$ cat src/rtl/digi_ota_cal_ctrl.sv
// rtl/digi_ota_cal_ctrl.sv - OTA offset-trim SAR calibration and windowed duty measurement sequencer
module digi_ota_cal_ctrl #(
    parameter int TRIM_W     = 5,
    parameter int SETTLE_CYC = 16,
    parameter int AVG_N      = 8,
    parameter int WIN_LOG2   = 8
) (
    input  logic                clk,
    input  logic                rst,
    input  logic                start_cal,
    input  logic                run_en,
    input  logic                cmp_in,
    output logic                ota_en,
    output logic                cal_short,
    output logic [TRIM_W-1:0]   trim,
    output logic                cal_busy,
    output logic                cal_done,
    output logic [WIN_LOG2:0]   duty,
    output logic                duty_valid
);

    localparam int CNT_MAX = (SETTLE_CYC > AVG_N) ? SETTLE_CYC : AVG_N;
    localparam int CNT_W   = $clog2(CNT_MAX + 1);
    localparam int ONES_W  = $clog2(AVG_N + 1);
    localparam int BIT_W   = (TRIM_W > 1) ? $clog2(TRIM_W) : 1;

    localparam logic [CNT_W-1:0]  SETTLE_LAST = CNT_W'(SETTLE_CYC - 1);
    localparam logic [CNT_W-1:0]  SAMPLE_LAST = CNT_W'(AVG_N - 1);
    localparam logic [TRIM_W-1:0] TRIM_MID    = TRIM_W'(1) << (TRIM_W - 1);
    localparam logic [BIT_W-1:0]  BIT_TOP     = BIT_W'(TRIM_W - 1);
    localparam logic [ONES_W:0]   HALF_N      = (ONES_W + 1)'(AVG_N);

    typedef enum logic [2:0] {
        IDLE, CAL_SETTLE, CAL_SAMPLE, CAL_DECIDE, CAL_END, RUN_SETTLE, RUN
    } state_t;

    state_t              state, next_state;
    logic [CNT_W-1:0]    cnt;
    logic [ONES_W-1:0]   ones;
    logic [BIT_W-1:0]    bidx;
    logic [WIN_LOG2-1:0] win_cnt;
    logic [WIN_LOG2:0]   acc;
    logic                sync1, cmp_s;
    logic                ota_en_d, cal_short_d, cal_busy_d, cal_done_d;
    logic                cal_start;
    logic                majority_high;

    // Calibration can only be launched from the non-calibrating states.
    assign cal_start     = start_cal && (state == IDLE || state == RUN_SETTLE || state == RUN);
    assign majority_high = {ones, 1'b0} > HALF_N;

    always_ff @(posedge clk) begin
        if (rst) state <= IDLE;
        else     state <= next_state;
    end

    always_comb begin
        next_state = state;
        unique case (state)
            IDLE:       if (start_cal)              next_state = CAL_SETTLE;
                        else if (run_en)            next_state = RUN_SETTLE;
            CAL_SETTLE: if (cnt == SETTLE_LAST)     next_state = CAL_SAMPLE;
            CAL_SAMPLE: if (cnt == SAMPLE_LAST)     next_state = CAL_DECIDE;
            CAL_DECIDE: next_state = (bidx == '0) ? CAL_END : CAL_SETTLE;
            CAL_END:    next_state = IDLE;
            RUN_SETTLE: if (start_cal)              next_state = CAL_SETTLE;
                        else if (!run_en)           next_state = IDLE;
                        else if (cnt == SETTLE_LAST) next_state = RUN;
            RUN:        if (start_cal)              next_state = CAL_SETTLE;
                        else if (!run_en)           next_state = IDLE;
            default:    next_state = IDLE;
        endcase
    end

    // Outputs are decoded from the next state so the registered copies line up with the state.
    always_comb begin
        ota_en_d    = (next_state != IDLE);
        cal_busy_d  = (next_state == CAL_SETTLE) || (next_state == CAL_SAMPLE) ||
                      (next_state == CAL_DECIDE);
        cal_short_d = cal_busy_d;
        cal_done_d  = (next_state == CAL_END);
    end

    always_ff @(posedge clk) begin
        if (rst) begin
            sync1      <= 1'b0;
            cmp_s      <= 1'b0;
            ota_en     <= 1'b0;
            cal_short  <= 1'b0;
            cal_busy   <= 1'b0;
            cal_done   <= 1'b0;
            trim       <= TRIM_MID;
            duty       <= '0;
            duty_valid <= 1'b0;
            cnt        <= '0;
            ones       <= '0;
            bidx       <= '0;
            win_cnt    <= '0;
            acc        <= '0;
        end else begin
            sync1      <= cmp_in;
            cmp_s      <= sync1;
            ota_en     <= ota_en_d;
            cal_short  <= cal_short_d;
            cal_busy   <= cal_busy_d;
            cal_done   <= cal_done_d;
            duty_valid <= 1'b0;
            if (cal_start) begin
                trim    <= TRIM_MID;
                bidx    <= BIT_TOP;
                cnt     <= '0;
                ones    <= '0;
                acc     <= '0;
                win_cnt <= '0;
            end else begin
                unique case (state)
                    IDLE: cnt <= '0;
                    CAL_SETTLE: cnt <= (cnt == SETTLE_LAST) ? '0 : cnt + 1'b1;
                    CAL_SAMPLE: begin
                        ones <= ones + ONES_W'(cmp_s);
                        cnt  <= (cnt == SAMPLE_LAST) ? '0 : cnt + 1'b1;
                    end
                    CAL_DECIDE: begin
                        if (majority_high) trim[bidx] <= 1'b0;
                        if (bidx != '0) begin
                            trim[bidx - 1'b1] <= 1'b1;
                            bidx              <= bidx - 1'b1;
                        end
                        ones <= '0;
                    end
                    RUN_SETTLE: begin
                        cnt     <= (cnt == SETTLE_LAST) ? '0 : cnt + 1'b1;
                        acc     <= '0;
                        win_cnt <= '0;
                    end
                    RUN: if (run_en) begin
                        win_cnt <= win_cnt + 1'b1;
                        if (&win_cnt) begin
                            duty       <= acc + (WIN_LOG2 + 1)'(cmp_s);
                            duty_valid <= 1'b1;
                            acc        <= '0;
                        end else begin
                            acc <= acc + (WIN_LOG2 + 1)'(cmp_s);
                        end
                    end
                    default: cnt <= '0;
                endcase
            end
        end
    end

endmodule

$ cat config.mk
export PLATFORM = sky130hd
export DESIGN_NAME = digi_ota_cal_ctrl
export DESIGN_NICKNAME = d
export VERILOG_FILES = /design/src/rtl/digi_ota_cal_ctrl.sv
export SDC_FILE = /design/constraint.sdc
export NUM_CORES = 1
export LEC_CHECK = 0
export BUFFER_PORTS_ARGS = -buffer_cell sky130_fd_sc_hd__buf_2
export CAP_MARGIN = 20
export CORE_MARGIN = 3
export CORE_UTILIZATION = 50
export CTS_CLUSTER_DIAMETER = 60
export DETAILED_ROUTE_END_ITERATION = 6
export PLACE_DENSITY = 0.69
export SYNTH_ARGS = -nofsm -noshare
export SYNTH_HDL_FRONTEND = slang
export SYNTH_SLANG_ARGS = --single-unit
$ cat constraint.sdc
create_clock -name clk -period 3.4 [get_ports clk]
set_clock_uncertainty 0.1 [all_clocks]
set_input_delay 0.34 -clock clk [delete_from_list [all_inputs] [get_ports clk]]
set_output_delay 0.34 -clock clk [all_outputs]
set_load 0.005 [all_outputs]
# Word-level counts from Yosys, hierarchy flattened
# Cells that the tools add are included.
# word_totals
in_bits	5
elab_cells	100
regBits	52
# op_classes
n_reduce_logical	24
muxes	33
add_sub_neg	5
n_lt_le_gt_ge	5
bitwise_logic	6
n_eq_ne	12
# op_table
cell	n
3-bit 2-to-1 mux	13
5-bit 2-to-1 mux	7
9-bit 2-to-1 mux	2
3-bit case mux with 6 select lines	1
9-bit case mux with 2 select lines	1
8-bit case mux with 2 select lines	1
5-bit case mux with 3 select lines	1
3-bit by 2-bit equality test with 1-bit output, second input constant	4
11-bit AND reduction	1
9-bit by 1-bit adder with 9-bit output	1
3-bit equality test, second input constant	3
8-bit by 1-bit adder with 8-bit output, second input constant	1
3-bit by 4-bit less-than comparator with 1-bit output, second input constant	2
8-bit 2-to-1 mux	1
4-bit case mux with 2 select lines	1
8-bit AND reduction	1
2-bit nonzero test	4
1-bit demux with 3-bit select	2
3-bit by 1-bit equality test with 1-bit output, second input constant	2
3-bit by 1-bit >= comparator with 1-bit output, second input constant	2
3-bit zero test	2
2-bit AND reduction	3
3-bit nonzero test	2
2-bit OR reduction	3
other kinds (15)	24

# Logic depth before layout (Yosys ltp)
# logic_depth
word_depth	12
ltp_mapped	8
depth_no_buf	8

# Worst setup path after synthesis
# OpenSTA, ideal clock, no wires.
# synth_timing
path_kind	register -> register
start	register cnt[0]
end	register cnt[3]
arrival_time_ns	1.971
path_buffers	0
required_time_ns	3.226
path_slack_ns	1.255
path_stages_with_launch	9
period_less_slack_ns	2.145
path_cell_list	dfxtp_1 ha_1 nand3_1 inv_1 ha_1 or3b_1 o31ai_2 or4b_1 a31oi_1
# synth_via
elab_chain_len	3
# synth_rtl
item	line_no	text
from (decl)	38	logic [CNT_W-1:0] cnt;
from (signal assigned)	118	CAL_SETTLE: cnt <= (cnt == SETTLE_LAST) ? '0 : cnt + 1'b1;
from (signal assigned)	121	cnt <= (cnt == SAMPLE_LAST) ? '0 : cnt + 1'b1;
from (signal assigned)	132	cnt <= (cnt == SETTLE_LAST) ? '0 : cnt + 1'b1;
5-bit by 1-bit adder with 5-bit output (tied with other cells)	118, 121, 132	
5-bit 2-to-1 mux (on tied branches)	118, 132, 121	
5-bit case mux with 3 select lines (*)	116	unique case (state)
# Every way passes the cells marked *; elsewhere a longest branch is shown, timed or not.
# A chain may end at the register's enable or synchronous reset.

# Worst setup path in the final report
# layout_timing
start	register state[2]
end	register acc[3]
# layout_via
elab_chain_len	5
# layout_rtl
item	line_no	text
from (decl)	37	state_t state, next_state;
from (signal assigned)	54	else state <= next_state;
3-bit equality test or 3-bit zero test (tied branches)	49, 116	
1-bit logical OR (2 in series)	49	assign cal_start = start_cal && (state == IDLE || state == RUN_SETTLE || state == RUN);
1-bit logical AND	49	
2-bit OR reduction (no source line)	--	
to (signal assigned)	143	acc <= acc + (WIN_LOG2 + 1)'(cmp_s);
to (decl)	42	logic [WIN_LOG2:0] acc;
# Parallel ways exist; a longest one is shown, timed or not.

==> results.cfg <==
[run_status]
status = finished, final reports clean

[clock_network]
worstSkewPairLatency_ns = 0.31
cts_resized = 0
hold_buffers = 0
clk_path_buf_depth = 2
root_buffer = clkbuf_8
htreeDepth = 2
cts-buffers-inserted = 5
cts_setup_buffers = 0
cts_sinks = 52
cts_tree = built
path_clk_slew_ns = 0.10

[floorplan]
core_mm2 = 0.004848
die_area_mm2 = 0.006077
die_y_um = 77.96
rows = 25
io_pins = 24
initial_core_util = 0.5339
die_w_um = 77.96

[synth]
ys_types = 57
yosys_warnings = 0
seq_area_frac_synth = 0.4021
ys_ff_latch = 52
synth_edf_count = 0
async_flop_share = 0
yosysTopAreaCell = dfxtp_1
synthesis.area_mm2 = 0.002589
yosysMostFrequentCell = dfxtp_1
netlist.area_leader.share = 0.4021
synth_common_cells = 52 x dfxtp_1, 31 x nor2_1, 19 x a21oi_1, 14 x o21ai_0, 13 x nand2_1
synth_nets = 304
ys_top_cells_by_area = dfxtp_1 40%, ha_1 4.8%, nor2_1 4.5%
synth_cells = 289
syn_area_per_cell_um2 = 8.958
synth_ff_type = dfxtp_1

[flow_run]
max_cap_viol_count = 0

[sta]
post-route-min-period_ns = 2.533
setup_violations = 0
final_hold_viol_count = 0
final_max_slew_viol_count = 0
rsz0062_at_grt = false
worst_pin_slew_ns = 0.9064
setup-tns-final_ns = 0
fin_ws_ns = 0.8669
relSlewSlack = 0.3943
fmax_mhz = 394.8
finalCritPeriodShare = 0.7450

[layout]
seq_area_mm2 = 0.001041
area_growth_syn_to_layout_pct = 9.570
multi_input_area_mm2 = 0.001451
antenna_cells = 0
final_cells = 371
fillers = 427
drive_gt1_frac = 0.1283
nNetsFinal = 318
utilization = 0.5850

[grt]
grt_max_degree = 22
first_global_vias = 1905
grt_pass1_wl_um = 8742
antenna_found_initial = 0
grt_remaining_overflow = 0
track_usage = 0.1772

[worst_setup_path]
critPathKind = reg -> reg
crit_slowest_cell = dfxtp_1
worstPathMaxFanout = 21
crit_path_start_kind = register
endpoint_kind = register
worstPathArrival_ns = 2.64
crit_chain = nand4b_1, a21oi_1, a41oi_1, a311oi_1
critPathMaxStageDelay_ns = 0.79
critPathRequiredTime_ns = 3.51

[power_and_ir_drop]
power_frac_clock = 0.374
power.density_mw_per_mm2 = 403.0
switching_share = 0.2350
switching_power_uw = 268.6
p_comb_frac = 0.072
leakagePower_uw = 0.001054
intPower_uw = 874.5
peakVddDrop_mv = 0.2974
seqPwrFrac = 0.555

[hold_path]
hold_path.class = in -> reg

[routing]
wl_per_cell_um = 14.13
wl_um = 5244
dr.pass1.iters = 4
vias_per_cell = 5.739
ant_nets = 0
via_count = 2129
drc = 0
drt_iter0_markers = 148

[placed_design]
dp_slack_ns = 0.9185
dpl.cell_count = 363
globalplace.congestion = 0.8217
place_hpwl_um = 3713
portBuffers = 23
[layout make-up]
class                           count  area share
Clock buffer                        6     0.02558
Clock inverter                      2     0.01367
Inverter                            7    0.009263
Multi-Input combinational cell    213      0.5117
Sequential cell                    52      0.3670
Tap cell                           67     0.02955
Timing Repair Buffer               24     0.04323
[critical path, delay by kind of cell (launching register included)]
family / cells / cell delay (ns)
simple gates: 1 / 0.29
compound gates: 3 / 1.25
flops: 1 / 0.79
[power groups by stage]
| stage | clock, uW | combinational [uW] | sequential, uW |
|---|---|---|---|
| finish | 427 | 81.9 | 634 |
| global route | 462 | 90.6 | 637 |
| CTS | 438 | 82.1 | 634 |
| detailed placement | 0 | 81.7 | 648 |
| global placement | 0 | 80.1 | 648 |
| floorplan | 0 | 70.5 | 639 |
[registers in the layout, indices dropped and copies added (netlist names), 3 cells and up]
signal / count
acc: 9
duty: 9
state: 3
win_cnt: 8
trim: 5
bidx: 3
ones: 4
cnt: 5
[logic make-up (layout without fill, tap and decap cells)]
| kind of cell | Yosys count | after routing | share of synthesized area |
|---|---|---|---|
| mux | 3 | 3 | 0.01160 |
| buf+inv | 24 | 39 | 0.04398 |
| simple gates | 106 | 106 | 0.2393 |
| compound gates | 79 | 79 | 0.2040 |
| xor+xnor | 15 | 15 | 0.05075 |
| flops | 52 | 52 | 0.4021 |
| fa+ha+maj | 10 | 10 | 0.04833 |
[routing by layer]
metal / vias to the layer above / share of wire / track usage
met5: - / 0 / 0
li1: 1093 / - / -
met4: 0 / 0.0084 / 0.04720
met1: 986 / 0.52 / 0.2495
met2: 45 / 0.43 / 0.2765
met3: 5 / 0.040 / 0.03480
[per-stage QoR]
stage,hold WS (ns),cell area (um^2),total power [uW]
floorplan,0.3138,2589,709.1
global placement,0.3184,2725,727.7
detailed placement,0.3436,2725,729.5
CTS,0.1413,2836,1154
global route,0.1752,2836,1189
finish,0.1457,2836,1143
[layout by cell type, fill, tap and decap left out, drive strengths merged, types with 4 or more instances in the layout]
cell | synthesis | routed
a22oi | 6 | 6
a311oi | 4 | 4
ha | 10 | 10
xnor2 | 6 | 6
nor3 | 6 | 6
buf | 11 | 24
o21ai | 15 | 15
nand2 | 13 | 13
nor2b | 6 | 6
clkbuf | 6 | 6
nand3 | 7 | 7
nor4 | 4 | 4
nand2b | 7 | 7
inv | 7 | 8
a211oi | 12 | 12
xor2 | 9 | 9
nor2 | 31 | 31
dfxtp | 52 | 52
nand3b | 4 | 4
a21oi | 19 | 19
[final timing paths]
path,startpoint,to,slack (ns),cells after the start
max,state[2],acc[3],0.87,4
min,cmp_in,sync1,0.15,2
max reg2reg,state[2],acc[3],0.87,4
min reg2reg,sync1,cmp_s,0.37,1
No activity file was read; power rests on OpenSTA's default activity.
